`src/rtl/mem_access_unit.sv`:
```
// Load/store unit between the EX/MEM stage and a single-port data memory.
// Aligns narrow stores onto byte lanes and extracts/extends narrow loads.
module mem_access_unit (
  input  logic        clk,
  input  logic        reset,
  input  logic        req_valid,
  input  logic        req_write,
  input  logic [1:0]  req_size,
  input  logic        req_unsigned,
  input  logic [31:0] req_addr,
  input  logic [31:0] req_wdata,
  input  logic [4:0]  req_rd,
  output logic        mem_en,
  output logic        mem_we,
  output logic [31:0] mem_addr,
  output logic [3:0]  mem_be,
  output logic [31:0] mem_wdata,
  input  logic        mem_ready,
  input  logic [31:0] mem_rdata,
  output logic        stall,
  output logic        wb_valid,
  output logic [4:0]  wb_rd,
  output logic [31:0] wb_data,
  output logic        misalign_err
);

  typedef enum logic {IDLE, ACCESS} state_t;

  state_t      r_state;
  logic        r_mem_en;
  logic        r_mem_we;
  logic [31:0] r_mem_addr;
  logic [3:0]  r_mem_be;
  logic [31:0] r_mem_wdata;
  logic        r_wb_valid;
  logic [4:0]  r_wb_rd;
  logic [31:0] r_wb_data;
  logic        r_misalign;
  logic [4:0]  r_rd;
  logic [1:0]  r_size;
  logic        r_uns;
  logic [1:0]  r_off;

  logic        w_aligned;
  logic [3:0]  w_be;
  logic [31:0] w_wdata;
  logic [7:0]  w_byte;
  logic [15:0] w_half;
  logic [31:0] w_load;

  always_comb begin
    w_aligned = 1'b0;
    w_be      = 4'b1111;
    w_wdata   = req_wdata;
    case (req_size)
      2'b00: begin
        w_aligned = 1'b1;
        w_be      = 4'b0001 << req_addr[1:0];
        w_wdata   = {4{req_wdata[7:0]}};
      end
      2'b01: begin
        w_aligned = ~req_addr[0];
        w_be      = 4'b0011 << req_addr[1:0];
        w_wdata   = {2{req_wdata[15:0]}};
      end
      2'b10: begin
        w_aligned = (req_addr[1:0] == 2'b00);
      end
      default: begin
        w_aligned = 1'b0;
      end
    endcase
  end

  // Lane selection uses the offset latched at request time.
  assign w_byte = mem_rdata[{r_off, 3'b000} +: 8];
  assign w_half = mem_rdata[{r_off[1], 4'b0000} +: 16];

  always_comb begin
    w_load = mem_rdata;
    case (r_size)
      2'b00:   w_load = {{24{~r_uns & w_byte[7]}}, w_byte};
      2'b01:   w_load = {{16{~r_uns & w_half[15]}}, w_half};
      default: w_load = mem_rdata;
    endcase
  end

  always_ff @(posedge clk) begin
    if (reset) begin
      r_state     <= IDLE;
      r_mem_en    <= 1'b0;
      r_mem_we    <= 1'b0;
      r_mem_addr  <= '0;
      r_mem_be    <= '0;
      r_mem_wdata <= '0;
      r_wb_valid  <= 1'b0;
      r_wb_rd     <= '0;
      r_wb_data   <= '0;
      r_misalign  <= 1'b0;
      r_rd        <= '0;
      r_size      <= '0;
      r_uns       <= 1'b0;
      r_off       <= '0;
    end else begin
      r_wb_valid <= 1'b0;
      r_misalign <= 1'b0;
      case (r_state)
        IDLE: begin
          if (req_valid) begin
            if (w_aligned) begin
              r_rd        <= req_rd;
              r_size      <= req_size;
              r_uns       <= req_unsigned;
              r_off       <= req_addr[1:0];
              r_mem_en    <= 1'b1;
              r_mem_we    <= req_write;
              r_mem_addr  <= {req_addr[31:2], 2'b00};
              r_mem_be    <= w_be;
              r_mem_wdata <= w_wdata;
              r_state     <= ACCESS;
            end else begin
              r_misalign <= 1'b1;
            end
          end
        end
        ACCESS: begin
          if (mem_ready) begin
            r_mem_en <= 1'b0;
            r_mem_we <= 1'b0;
            r_state  <= IDLE;
            if (!r_mem_we) begin
              r_wb_valid <= 1'b1;
              r_wb_rd    <= r_rd;
              r_wb_data  <= w_load;
            end
          end
        end
        default: r_state <= IDLE;
      endcase
    end
  end

  assign mem_en       = r_mem_en;
  assign mem_we       = r_mem_we;
  assign mem_addr     = r_mem_addr;
  assign mem_be       = r_mem_be;
  assign mem_wdata    = r_mem_wdata;
  assign stall        = (r_state == ACCESS);
  assign wb_valid     = r_wb_valid;
  assign wb_rd        = r_wb_rd;
  assign wb_data      = r_wb_data;
  assign misalign_err = r_misalign;

endmodule

```
`config.mk`:
```
export PLATFORM = sky130hd
export DESIGN_NAME = mem_access_unit
export DESIGN_NICKNAME = d
export VERILOG_FILES = /design/src/rtl/mem_access_unit.sv
export SDC_FILE = /design/constraint.sdc
export NUM_CORES = 1
export LEC_CHECK = 0
export ABC_AREA = 1
export CORE_UTILIZATION = 45
export DETAILED_ROUTE_END_ITERATION = 7
export PLACE_DENSITY = 0.95
export SLEW_MARGIN = 20
export SYNTH_ARGS = -nofsm -noshare
export SYNTH_HDL_FRONTEND = slang
export SYNTH_SLANG_ARGS = --single-unit
```
`constraint.sdc`:
```
create_clock -name clk -period 3.74 [get_ports clk]
set_input_delay 0.748 -clock clk [delete_from_list [all_inputs] [get_ports clk]]
set_output_delay 0.748 -clock clk [all_outputs]
set_load 0.02 [all_outputs]
```
# --- Yosys cells after proc, flatten, opt, wreduce, memory -nomap -nowiden ---
# Index checks and enable logic that the tools add are counted.
totals:
  regBits: 118
  out_inout_bits: 110
  inputBits: 109
  word_cells: 57
op_classes:
  reduce_logical: 8
  n_eq_ne: 6
  bitwise_logic: 8
  shifts: 4
  muxes: 17
ops:
  columns: ["op", "n"]
  rows:
  - ["32-bit case mux with 2 select lines", 2]
  - ["32-bit by 6-bit indexed part select with 16-bit output", 1]
  - ["32-bit by 6-bit indexed part select with 8-bit output", 1]
  - ["1-bit two-way mux", 10]
  - ["3-bit AND reduction", 3]
  - ["4-bit case mux with 2 select lines", 1]
  - ["2-bit logical NOT", 3]
  - ["2-bit inequality test, second input constant", 3]
  - ["1-bit NOT", 6]
  - ["1-bit case mux with 2 select lines", 3]
  - ["3-bit OR reduction", 2]
  - ["2-bit by 1-bit == test with 1-bit output, second input constant", 2]
  - ["1-bit by 2-bit left shift with 4-bit output, first input constant", 1]
  - ["2-bit by 2-bit left shift with 4-bit output, first input constant", 1]
  - ["1-bit case mux with 3 select lines", 1]
  - ["1-bit bitwise AND", 2]
  - ["2-bit == test, second input constant", 1]

# --- Longest topological paths before layout ---
depth:
  ltp_word: 5
  mapped_depth: 10
  mapped_depth_nobuf: 9

# --- Worst setup path before layout ---
# No wires, ideal clock.
synth_path:
  path_kind: "in2reg"
  from: "input req_valid"
  to: "register r_rd[0]"
  t_required_ns: 3.624
  n_path_buf: 2
  path_stages: 8
  arrival_ns: 1.698
  path_slack_ns: 1.927
  setup_time_ns: 0.116
  path_cell_list: "inv_1 or2_1 a21oi_4 inv_2 buf_2 buf_2 nor2_1 nor2_1"
synth_via:
  elab_chain_len: 1
synth_lines:
  columns: ["element", "line_no", "source"]
  rows:
  - ["start: declaration", "6", "input logic req_valid,"]
  - ["3-bit AND reduction (no source line)", null, null]
  - ["end signal: assignment", "111", "r_rd <= req_rd;"]
  - ["end: declaration", "39", "logic [4:0] r_rd;"]
# No other way between the ends.
# A chain may end at the register's enable or synchronous reset.

# --- Worst setup path in the final report ---
layout_path:
  from: "input req_size[0]"
  to: "register r_mem_addr[2] (netlist: mem_addr[2])"
layout_via:
  elab_chain_len: 3
  elab_cells_between_ends: 5
  classes_between: "eq/ne: 2; mux: 1; reduce/logical: 2"
layout_lines:
  columns: ["element", "line_no", "source"]
  rows:
  - ["start: declaration", "8", "input logic [1:0] req_size,"]
  - ["2-bit == test (tied with other cells)", "55", "case (req_size)"]
  - ["1-bit case mux with 3 select lines (*)", "55", null]
  - ["3-bit AND reduction (no source line) (*)", null, null]
  - ["end signal: assignment", "117", "r_mem_addr <= {req_addr[31:2], 2'b00};"]
  - ["end: declaration", "32", "logic [31:0] r_mem_addr;"]
# Mark *: on every way between the ends. The rest lies on a longest branch, timed or not.

==> summary.txt <==
Outcome
  – Status: finished clean

Timing
  – Worst-Margin Slew: 0.772 ns
  – RSZ-0062 raised after global routing: false
  – Final Worst Setup Slack: 1.25 ns
  – Final setup vio count: 0
  – Hold Fails Final Rpt: 0
  – Slew Viols, Final: 0
  – Post-layout min period: between 2 and 2.5 ns
  – Crit share post-route: 66.6%
  – Post-route setup TNS: 0 ns
  – Slew Limit Headroom: 48.6%
  – Fmax: roughly 400 MHz
  – Clock Skews: between 0.008 and 0.009 ns

Detailed routing
  – Drt via density: approximately 5.2
  – Routed Antenna Nets: 0
  – Wirelength per Cell: 15.6 um
  – Vias: 5502
  – Drt total wl: ~16000 um
  – Drt pass-1 iters: 5
  – First DRT Iteration DRCs: between 300 and 400
  – DRC: 0

Yosys
  – Multiplexer share of the synthesized area: 0%
  – Post-synthesis sequential area ratio: ~47%
  – Main synth FF type: dfxtp_1
  – YS warnings: 0
  – Top-count cell post-synth: nand2_1
  – Syn Area/Cell: 7.08 um2
  – Synth Area in Compound Gates: between 20% and 30%
  – Async SR Flop Fraction: 0%
  – Syn Inst Count: 703
  – Synth unique cells: 22
  – Share of the synthesized area in the top cell type: 47.4%
  – Number of flops mapped to enable cells by yosys: 0
  – Adder-Cell Fraction of Synth Area: 0%
  – Area contributors post-synth: dfxtp_1, nand2_1, a21oi_1
  – Post-Syn Area: 0.00498 mm2
  – Post-Synth XOR/XNOR Area: 0%
  – Synth top cells by count: nand2_1, dfxtp_1, nor2_1
  – Register bit total from synthesis: about 120
  – Area leader, netlist: dfxtp_1
  – Largest family of logic cells by synthesized area: simple AND/OR/NAND/NOR gates
  – Synthesized-area fraction occupied by and/or/nand/nor cells: approximately 26%

Finish
  – Multi-input logic area: about 0.0023 mm2
  – Layout net count: between 1000 and 1500
  – Area delta synth->final: 55.6%
  – Final Util: just over 70%
  – Sequential cell area: 0.00236 mm2
  – Layout cells sized above 1: 6.59%
  – # fillers: slightly above 800
  – Antenna Cells: 0

Setup path
  – CP delay by family, top: buffers and inverters
  – R2R Setup Slk: 1.54 ns
  – Reg2reg end: wb_data[8]
  – Reg2reg start: r_off[1]
  – Worst path required time: ~4.2 ns
  – Worst setup EP type: flop
  – Startpoint types: input port
  – Most used cell, CP: nand2_1
  – Instance count on the critical path: 7
  – Crit-path max cell delay: between 0.6 and 0.7 ns
  – Cells along the critical path: clkdlybuf4s50_1, nand2_1, nand2_1, a21oi_4, buf_4, o21ai_0, nor2_1
  – R2R cell count: 9
  – Largest fanout on the critical path: between 80 and 90
  – Crit-path slowest cell: clkdlybuf4s50_1
  – CP startpoint: req_size[0]
  – Arr. time, crit path: ~3 ns
  – Setup crit end: mem_addr[2]
  – Critical path buffer and inverter count: 2
  – CP Class: input port to flop

GRT
  – Global-route wire length before repair: about 26000 um
  – Vias in the first global route: 5344
  – Total gr overflow: 0
  – Gr usage total: between 20 and 30%
  – Initial antenna violation count: 0
  – Largest net degree at the start of global routing: just under 90

CTS
  – Clk root buf: clkbuf_8
  – Clock latency on the worst-skew pair: around 0.52 ns
  – Resize count post-CTS: 0
  – Worst-path clk slew: 0.06 ns
  – CTS tree: done
  – Post-CTS Setup Inserts: 0
  – CTS Sinks: between 100 and 150
  – Maximum buffer depth of the clock tree: 2
  – Post-CTS Hold Buffers: 0
  – H-Tree Depth: 4
  – CTS Buf Count: 17

Floorplan
  – IO Count: 219
  – DIE AREA: roughly 0.011 mm2
  – Core Footprint: 0.0108 mm2
  – Initial core utilization: 46.1%
  – Chip width: between 100 and 150 um
  – Die H: 107 um
  – Row count: 38

Placement
  – Gpl congestion: around 0.88
  – Place WS: ~0.76 ns
  – DP HPWL: 11200 um
  – PortBufs: about 220

Power and ir drop
  – Power Dens Cells: 463 mW/mm2
  – Maximum vdd drop: around 320 uV
  – Static leakage: between 3 and 4 nW

Run
  – Max-cap violations: 0

Hold path
  – Hold Path Class: flop to flop
## area by class of cell
class	instances	area share, %
Inverter	28	1.36
Sequential cell	118	30.5
Clock inverter	14	1.95
Tap cell	140	2.26
Multi-Input combinational cell	507	29.6
Clock buffer	18	5.52
Timing Repair Buffer	225	28.8
## where the power goes
part	leakage, nW	switching, mW	internal, mW
clock network	0.270	0.603	0.968
registers	0.965	0.0439	1.34
logic	1.97	0.341	0.294
total	3.21	0.988	2.60
## worst register-to-register path: stages (launching register included)
cell and delay [ns]:
dfxtp_1 0.68, inv_1 0.40, nand2_1 0.15, nand2_1 0.09, nand2_1 0.10, nand2_1 0.10
nand2_1 0.25, nand4_1 0.20, nand2_1 0.10, inv_1 0.04
## registers in the layout, summed over array words and instances (netlist names), 2 cells and up
signal,count
wb_rd,5
r_off,2
r_rd,5
mem_addr,30
mem_be,4
mem_wdata,32
r_size,2
wb_data,32
## per-stage QoR
| step | std cells | area [um2] | total power [mW] | hold WS, ns |
|---|---|---|---|---|
| finish | 1050 | 7750 | 3.58 | 0.459 |
| global route | 1050 | 7750 | 3.73 | 0.477 |
| CTS | 1050 | 7750 | 3.60 | 0.460 |
| detailed placement | 1018 | 7170 | 2.03 | 0.451 |
| global placement | 1018 | 7170 | 2.02 | 0.448 |
| floorplan | 704 | 4980 | 1.71 | 0.450 |
## worst min path at each step
| stage | start | to | slack [ns] | cells past startpoint |
|---|---|---|---|---|
| 5_1_grt | mem_wdata[4] | mem_wdata[4] | 0.48 | 2 |
| 2_1_floorplan | r_rd[0] | wb_rd[0] | 0.45 | 2 |
| 3_5_place_dp | mem_wdata[28] | mem_wdata[28] | 0.45 | 2 |
| 3_3_place_gp | mem_wdata[4] | mem_wdata[4] | 0.45 | 2 |
| 6_report | mem_wdata[28] | mem_wdata[28] | 0.46 | 2 |
| 4_1_cts | mem_wdata[28] | mem_wdata[28] | 0.46 | 2 |
## layout by cell type (no fill, tap or decap), types with 7 or more instances in the layout
cell | netlist | final
clkdlybuf4s50_1 | 0 | 216
nand2_1 | 170 | 170
dfxtp_1 | 118 | 118
nor2_1 | 101 | 101
a21oi_1 | 97 | 97
o21ai_0 | 72 | 72
nand3_1 | 24 | 24
inv_1 | 24 | 23
clkbuf_16 | 0 | 16
o211ai_1 | 15 | 15
or2_2 | 9 | 9
buf_4 | 4 | 9
nand4_1 | 7 | 7
## metal layers
layer | global-route usage, % | vias to the layer above | part of all wire (%)
met5 | 0 | - | 0
met4 | 19.3 | 0 | 5.2
met3 | 8.88 | 73 | 8.1
met2 | 47.1 | 276 | 48
met1 | 32.6 | 2457 | 39
li1 | - | 2696 | -
## logic make-up after synthesis
family          after synthesis
compound gates              189
other cells                   1
flops                       118
simple gates                316
buf+inv                      79
Power figures use the tool's default switching activity.
